<file path="src/rtl/led_scanner.sv">
// Activity-pattern driver for an LED bank: a prescaler paces bounce, rotate,
// blink and off patterns, with debug position and step-strobe outputs.
module led_scanner #(
    parameter int N_LEDS     = 8,
    parameter int TICK_DIV   = 2097152,
    parameter bit ACTIVE_LOW = 1'b1,
    parameter int POS_W      = 5
) (
    input  logic              clk,
    input  logic              reset,
    input  logic              en,
    input  logic [1:0]        mode,
    output logic [N_LEDS-1:0] led,
    output logic [POS_W-1:0]  pos,
    output logic              step
);

    localparam int              CNT_W    = $clog2(TICK_DIV);
    localparam logic [CNT_W-1:0] CNT_LAST = CNT_W'(TICK_DIV - 1);
    localparam logic [POS_W-1:0] POS_LAST = POS_W'(N_LEDS - 1);

    typedef enum logic [1:0] {
        MODE_BOUNCE = 2'd0,
        MODE_ROTATE = 2'd1,
        MODE_BLINK  = 2'd2,
        MODE_OFF    = 2'd3
    } mode_e;

    mode_e              mode_s;
    logic               tick;
    logic [CNT_W-1:0]   cnt_q, cnt_d;
    logic [POS_W-1:0]   pos_q, pos_d;
    logic               dir_up_q, dir_up_d;
    logic               phase_q, phase_d;
    logic [N_LEDS-1:0]  pattern_q, pattern_d;
    logic               step_q;

    logic               bounce_up;
    logic [POS_W-1:0]   bounce_pos;
    logic [POS_W-1:0]   rotate_pos;
    logic [POS_W-1:0]   scan_pos;
    logic [N_LEDS-1:0]  scan_onehot;

    assign mode_s = mode_e'(mode);
    assign tick   = en && (cnt_q == CNT_LAST);

    // Direction is corrected at the endpoints before stepping, so each
    // endpoint is shown for exactly one step per sweep.
    always_comb begin
        bounce_up = dir_up_q;
        if (pos_q == POS_LAST) begin
            bounce_up = 1'b0;
        end else if (pos_q == '0) begin
            bounce_up = 1'b1;
        end

        if (N_LEDS == 1) begin
            bounce_pos = '0;
        end else if (bounce_up) begin
            bounce_pos = pos_q + 1'b1;
        end else begin
            bounce_pos = pos_q - 1'b1;
        end

        rotate_pos = (pos_q == POS_LAST) ? '0 : pos_q + 1'b1;
        scan_pos   = (mode_s == MODE_ROTATE) ? rotate_pos : bounce_pos;
    end

    generate
        for (genvar gi = 0; gi < N_LEDS; gi++) begin : g_onehot
            assign scan_onehot[gi] = (scan_pos == POS_W'(gi));
        end
    endgenerate

    always_comb begin
        cnt_d     = cnt_q;
        pos_d     = pos_q;
        dir_up_d  = dir_up_q;
        phase_d   = phase_q;
        pattern_d = pattern_q;

        if (en) begin
            cnt_d = tick ? '0 : cnt_q + 1'b1;
        end

        if (tick) begin
            case (mode_s)
                MODE_BOUNCE: begin
                    pos_d     = scan_pos;
                    dir_up_d  = (N_LEDS == 1) ? dir_up_q : bounce_up;
                    pattern_d = scan_onehot;
                end
                MODE_ROTATE: begin
                    pos_d     = scan_pos;
                    pattern_d = scan_onehot;
                end
                MODE_BLINK: begin
                    phase_d   = ~phase_q;
                    pattern_d = phase_q ? '0 : '1;
                end
                MODE_OFF: begin
                    pattern_d = '0;
                end
                default: begin
                    pattern_d = '0;
                end
            endcase
        end
    end

    always_ff @(posedge clk) begin
        if (reset) begin
            cnt_q     <= '0;
            pos_q     <= '0;
            dir_up_q  <= 1'b1;
            phase_q   <= 1'b0;
            pattern_q <= N_LEDS'(1);
            step_q    <= 1'b0;
        end else begin
            cnt_q     <= cnt_d;
            pos_q     <= pos_d;
            dir_up_q  <= dir_up_d;
            phase_q   <= phase_d;
            pattern_q <= pattern_d;
            step_q    <= tick;
        end
    end

    generate
        if (ACTIVE_LOW) begin : g_led_low
            assign led = ~pattern_q;
        end else begin : g_led_high
            assign led = pattern_q;
        end
    endgenerate

    assign pos  = pos_q;
    assign step = step_q;

endmodule

</file>
<file path="config.mk">
export PLATFORM = sky130hd
export DESIGN_NAME = led_scanner
export DESIGN_NICKNAME = d
export VERILOG_FILES = /design/src/rtl/led_scanner.sv
export SDC_FILE = /design/constraint.sdc
export NUM_CORES = 1
export LEC_CHECK = 0
export CAP_MARGIN = 10
export CORE_UTILIZATION = 47
export DETAILED_ROUTE_END_ITERATION = 12
export HOLD_SLACK_MARGIN = 0.03
export PLACE_DENSITY = 0.73
export SETUP_SLACK_MARGIN = 0.5
export SLEW_MARGIN = 20
export SYNTH_ARGS = -nofsm -noshare
export SYNTH_HDL_FRONTEND = slang
export SYNTH_SLANG_ARGS = --single-unit
export TNS_END_PERCENT = 100
</file>
<file path="constraint.sdc">
create_clock -name clk -period 2.5 [get_ports clk]
set_input_delay 0.25 -clock clk [delete_from_list [all_inputs] [get_ports clk]]
set_output_delay 0.25 -clock clk [all_outputs]
set_load 0.02 [all_outputs]
</file>
======== Word-level counts from Yosys, hierarchy flattened ========
Cells that the tools add are included.
storage, ports and cells
  output and inout bits ................... 14
  flip-flop bits (word level) ............. 37
  input bits .............................. 5
  logic and storage cells ................. 39
cells by class
  eq/ne operators ......................... 12
  muxes and demuxes ....................... 8
  bitwise logic cells ..................... 2
  reductions and logical operators ........ 8
  $add $sub $neg .......................... 3
operators with widths
  kind                     count
  $eq A5 B3 Y1 const B     5
  $pmux W8 S3              1
  $add A21 B1 Y21 const B  1
  $eq A21 B21 Y1 const B   1
  $mux W21                 1
  $mux W5                  3
  $eq A5 B2 Y1 const B     2
  $logic_not A5 Y1         2
  $mux W8                  1
  $not A8 Y8               1
  $reduce_and A2 Y1        3
  $add A5 B1 Y5 const B    1
  $eq A5 B1 Y1 const B     1
  $sub A5 B1 Y5 const B    1
  $eq A2 B2 Y1 const B     2
  $eq A2 B1 Y1 const B     1
  $logic_not A2 Y1         1
  $mux W1                  2
  $reduce_or A2 Y1         1
  $logic_and A1 B1 Y1      1
  $not A1 Y1               1

======== Longest topological paths before layout ========
  word-level depth ........................ 7
  gate-level depth with buffers ........... 7
  mapped depth without buffers ............ 7

======== Worst setup path before layout ========
No wires, ideal clock.
  path kind ............................... register to register
  start point ............................. register pos_q[0] (netlist: pos[0])
  end point ............................... register pattern_q[2]
  slack ................................... -63 ps
  data required time ...................... 2405 ps
  arrival time ............................ 2468 ps
  period minus slack after synthesis ...... 2563 ps
  stages on the path, launching flop included .. 7
  path buffers ............................ 0
  setup time .............................. 95 ps
  path through ............................ dfxtp_1 > ha_1 > or3b_1 > a2111oi_4 > mux2i_1 > nand4_1 > a221oi_1
on the way
  cells in the longest elaborated chain, start to end .. 7
  elaborated cells on any way between the ends .. 11
  those cells by class .................... 2 x add/sub; 2 x eq/ne; 6 x mux; 1 x reduce/logical
ends and longest elaborated chain
  item                                                                   RTL line  RTL
  from (decl)                                                            32        logic [POS_W-1:0] pos_q, pos_d;
  from (signal assigned)                                                 121       pos_q <= pos_d;
  parallel branches: the longest is 4 deep, another holds $sub A5 B1 Y5  -
  $mux W5 (*)                                                            66        scan_pos = (mode_s == MODE_ROTATE) ? rotate_pos : bounce_pos;
  $eq A5 B2 Y1 (*)                                                       71        assign scan_onehot[gi] = (scan_pos == POS_W'(gi));
  $pmux W8 S3 (*)                                                        87        case (mode_s)
  to (signal assigned)                                                   124       pattern_q <= pattern_d;
  to (decl)                                                              35        logic [N_LEDS-1:0] pattern_q, pattern_d;
Every way passes the cells marked *.
A chain may end at the register's enable or synchronous reset.

======== Final worst setup path ========
  start point ............................. register pos_q[0] (netlist: pos[0])
  end point ............................... register pattern_q[3]
The elaborated chain is that of the path after synthesis.

==> summary.md <==
| Metric | Value |
|---|---|
| Seq cells post-synth | `37` |
| Final worst slack | `0.313 ns` |
| Arrival @ worst endpoint | `2.40 ns` |
| Clock Power Share | `0.450` |
| Mapped Cells | `231` |
| CTS tree | `built` |
| Synth warn | `0` |
| Peak supply drop | `0.000403 V` |
| DRT iter0 DRCs | `132` |
| Clock period minus final worst setup slack | `2.19 ns` |
| Switching portion of total power | `0.221` |
| DP HPWL | `3040 um` |
| Launching point of the worst reg2reg path | `pos[0]` |
| Comb pwr share | `0.042` |
| Switch Pwr | `258 uW` |
| Antenna fix cells | `0` |
| Status | `finished clean` |
| Hold depth | `2` |
| CP top delay family | `compound AO/OA/AOI/OAI gates` |
| Crit. End Element | `flop` |
| Crit start category | `flop` |
| Io pins | `19` |
| Via density | `5.71` |
| Core area | `0.00403 mm^2` |
| Number of CTS-inserted buffers | `5` |
| Crit-path slowest cell | `dfxtp_4` |
| Post-Synthesis Net Count | `239` |
| Min Hold Slack | `0.475 ns` |
| All-Layer GR Usage | `0.229` |
| Routed len/inst | `14.6 um` |
| Top_reg_cell synth | `dfxtp_1` |
| Path depth of the worst reg2reg path | `7` |
| Chip width | `66.9 um` |
| Drt total wl | `4750 um` |
| Crit path max fanout | `5` |
| Max Freq | `457 MHz` |
| Largest net degree at the start of global routing | `21` |
| Routability cong. | `0.803` |
| Nets | `282` |
| Post-layout util | `0.656` |
| Area Overhead vs Synth | `33.4%` |
| Core Rows | `23` |
| Final number of hold-violating endpoints | `0` |
| Worst hold start | `pattern_q[1]` |
| Max incr delay on CP | `0.39 ns` |
| Tcrit/Tclk final | `0.875` |
| Htree depth | `2` |
| Synth top area cells | `dfxtp_1 (37%), nor2_1 (4.9%), nand4_1 (4.7%)` |
| Clock Tree Root | `clkbuf_8` |
| Max-slew violation count | `0` |
| Post-synth cell types | `48` |
| CP Cell Sequence | `ha_4 > or3b_4 > a2111oi_4 > buf_4 > mux2i_4 > nand4_1 > a221oi_2` |
| Part of the power in registers | `0.508` |
| Int Power | `909 uW` |
| Leakage | `0.957 nW` |
| Crit Path Class | `reg2reg` |
| Clock sink total | `37` |
| Clk slew on worst S/H paths | `0.08 ns` |
| Fraction of registers with async set/reset | `0` |
| Clock Skew | `0.00619 ns` |
| Post-synth EDFFs | `0` |
| Die area | `0.00448 mm^2` |
| Max_slew headroom | `0.709` |
| Crit path depth | `7` |
| Worst setup path start | `pos[0]` |
| HP Class | `reg2reg` |
| Longest Clk Path Bufs | `2` |
| Final ANT Viol Nets | `0` |
| RSZ-0062 raised after global routing | `yes` |
| Synth top area share | `0.374` |
| CP Buf/Inv Count | `1` |
| Vias in the first global route | `1670` |
| Via count | `1857` |
| Die H | `66.9 um` |
| PwrDens | `441 mW/mm^2` |
| Setup tns final | `0 ns` |
| Clock Latency Late Sink | `0.30 ns` |
| Slew @ Worst Pin | `0.433 ns` |
| Worst EP required | `2.71 ns` |
| Final setup viols | `0` |
| Post-synth top area cell | `dfxtp_1` |
| Gr ovfl total | `0` |
| Initial antenna violation count | `0` |
| Post-Syn Area | `0.00198 mm^2` |
| Share of cells above drive strength 1 | `0.247` |
| First-pass iteration count of the detailed router | `4` |
| Port bufs | `18` |
| Synth Area per Inst | `8.58 um^2` |
| First-pass GRT wire length | `7670 um` |
| Dpl ws | `0.135 ns` |
| Max Cap Viol | `0` |
| Sequential cell area fraction in the yosys report | `0.374` |
| Post-route DRC | `0` |
| Fill cell count | `316` |
| Initial Util | `0.492` |
==> cells in the final DEF, fill, tap and decap left out, drive strengths merged, types with 6 or more instances in the layout <==
master,Yosys,routed
or3,6,6
dfxtp,37,37
nand2,13,13
o21ai,9,9
nand4,15,15
xor2,9,9
nand3,6,6
a21oi,9,9
clkdlybuf4s50,0,18
xnor2,9,9
a221oi,7,7
and3,6,6
nor2,26,26
buf,2,29
inv,15,15
==> metal layers <==
| layer | GRT usage | vias to the layer above | share of wire |
|---|---|---|---|
| met3 | 0.0651 | 18 | 0.057 |
| met1 | 0.275 | 843 | 0.44 |
| li1 | - | 931 | - |
| met4 | 0.125 | 0 | 0.034 |
| met5 | 0 | - | 0 |
| met2 | 0.365 | 65 | 0.47 |
==> timing repair <==
item                       CTS  global route
hold buffers                 0             0
setup endpoints to repair   15            15
pin swaps                    8            15
setup buffers                7             6
gates resized for setup      9            15
gates cloned                 1             0
==> flip-flops by register name (all words and copies together) (netlist names) <==
name and flops:
pattern_q 8, cnt_q 21, pos 5, phase_q 1, dir_up_q 1, step 1
==> worst min-delay path, cell delays in order (launching register included) <==
cell and delay, ns:
dfxtp_1 0.30, inv_1 0.07, a221oi_2 0.06
==> cell type report <==
type / instances / area, um^2 / area share
inverter: 15 / 56.3 / 0.0213
tap: 50 / 62.6 / 0.0237
timing repair buffer: 47 / 402 / 0.152
clock inverter: 3 / 46.3 / 0.0175
sequential: 37 / 753 / 0.285
clock buffer: 5 / 68.8 / 0.0260
multi-input combinational: 168 / 1250 / 0.475
==> metrics by stage <==
step           power (mW)  cells  instance area, um^2
2_1_floorplan       0.629    231                 2010
3_3_place_gp        0.648    303                 2330
3_5_place_dp        0.648    303                 2330
4_1_cts              1.17    319                 2540
5_1_grt              1.21    325                 2640
6_report             1.17    325                 2640
==> power by group through the flow <==
stage                     logic [mW]  clock network, mW  registers, mW
after floorplan               0.0238                  0          0.605
after global placement        0.0421                  0          0.605
after detailed placement      0.0422                  0          0.606
after CTS                     0.0468              0.532          0.593
after global routing          0.0539              0.559          0.593
final                         0.0490              0.525          0.593
==> cell usage after synthesis, types with 2 or more instances <==
| master | count |
|---|---|
| mux2i_1 | 5 |
| nand4_1 | 15 |
| clkbuf_1 | 10 |
| and4_1 | 3 |
| ha_1 | 3 |
| o31a_1 | 2 |
| nand2b_1 | 2 |
| nor4bb_1 | 2 |
| xnor2_1 | 9 |
| nor2b_1 | 2 |
| nor2_1 | 26 |
| buf_2 | 2 |
| nand2_1 | 13 |
| inv_1 | 15 |
| a221oi_1 | 4 |
| xor2_1 | 9 |
| nand3_1 | 6 |
| or3_1 | 6 |
| a221oi_2 | 3 |
| and3_1 | 6 |
| nor3_1 | 5 |
| and2_1 | 4 |
| o21ai_1 | 3 |
| dfxtp_1 | 37 |
| o2111ai_1 | 2 |
| or4_1 | 2 |
| o21ai_0 | 6 |
| a21oi_1 | 9 |
==> final timing paths <==
| kind | slack [ns] | end |
|---|---|---|
| setup reg to reg | 0.31 | pattern_q[3] |
| hold reg to reg | 0.47 | pattern_q[1] |
| hold / removal | 0.47 | pattern_q[1] |
| setup / recovery | 0.31 | pattern_q[3] |
==> logic make-up after synthesis <==
kind of cell | synth area share
AOI/OAI and AO/OA | 0.171
xor gates and xnor gates | 0.0795
adders and majority gates | 0.0189
buffers and inverters | 0.0524
DFF | 0.374
muxes | 0.0328
and+or+nand+nor | 0.271
(Power assumes the default switching activity.)
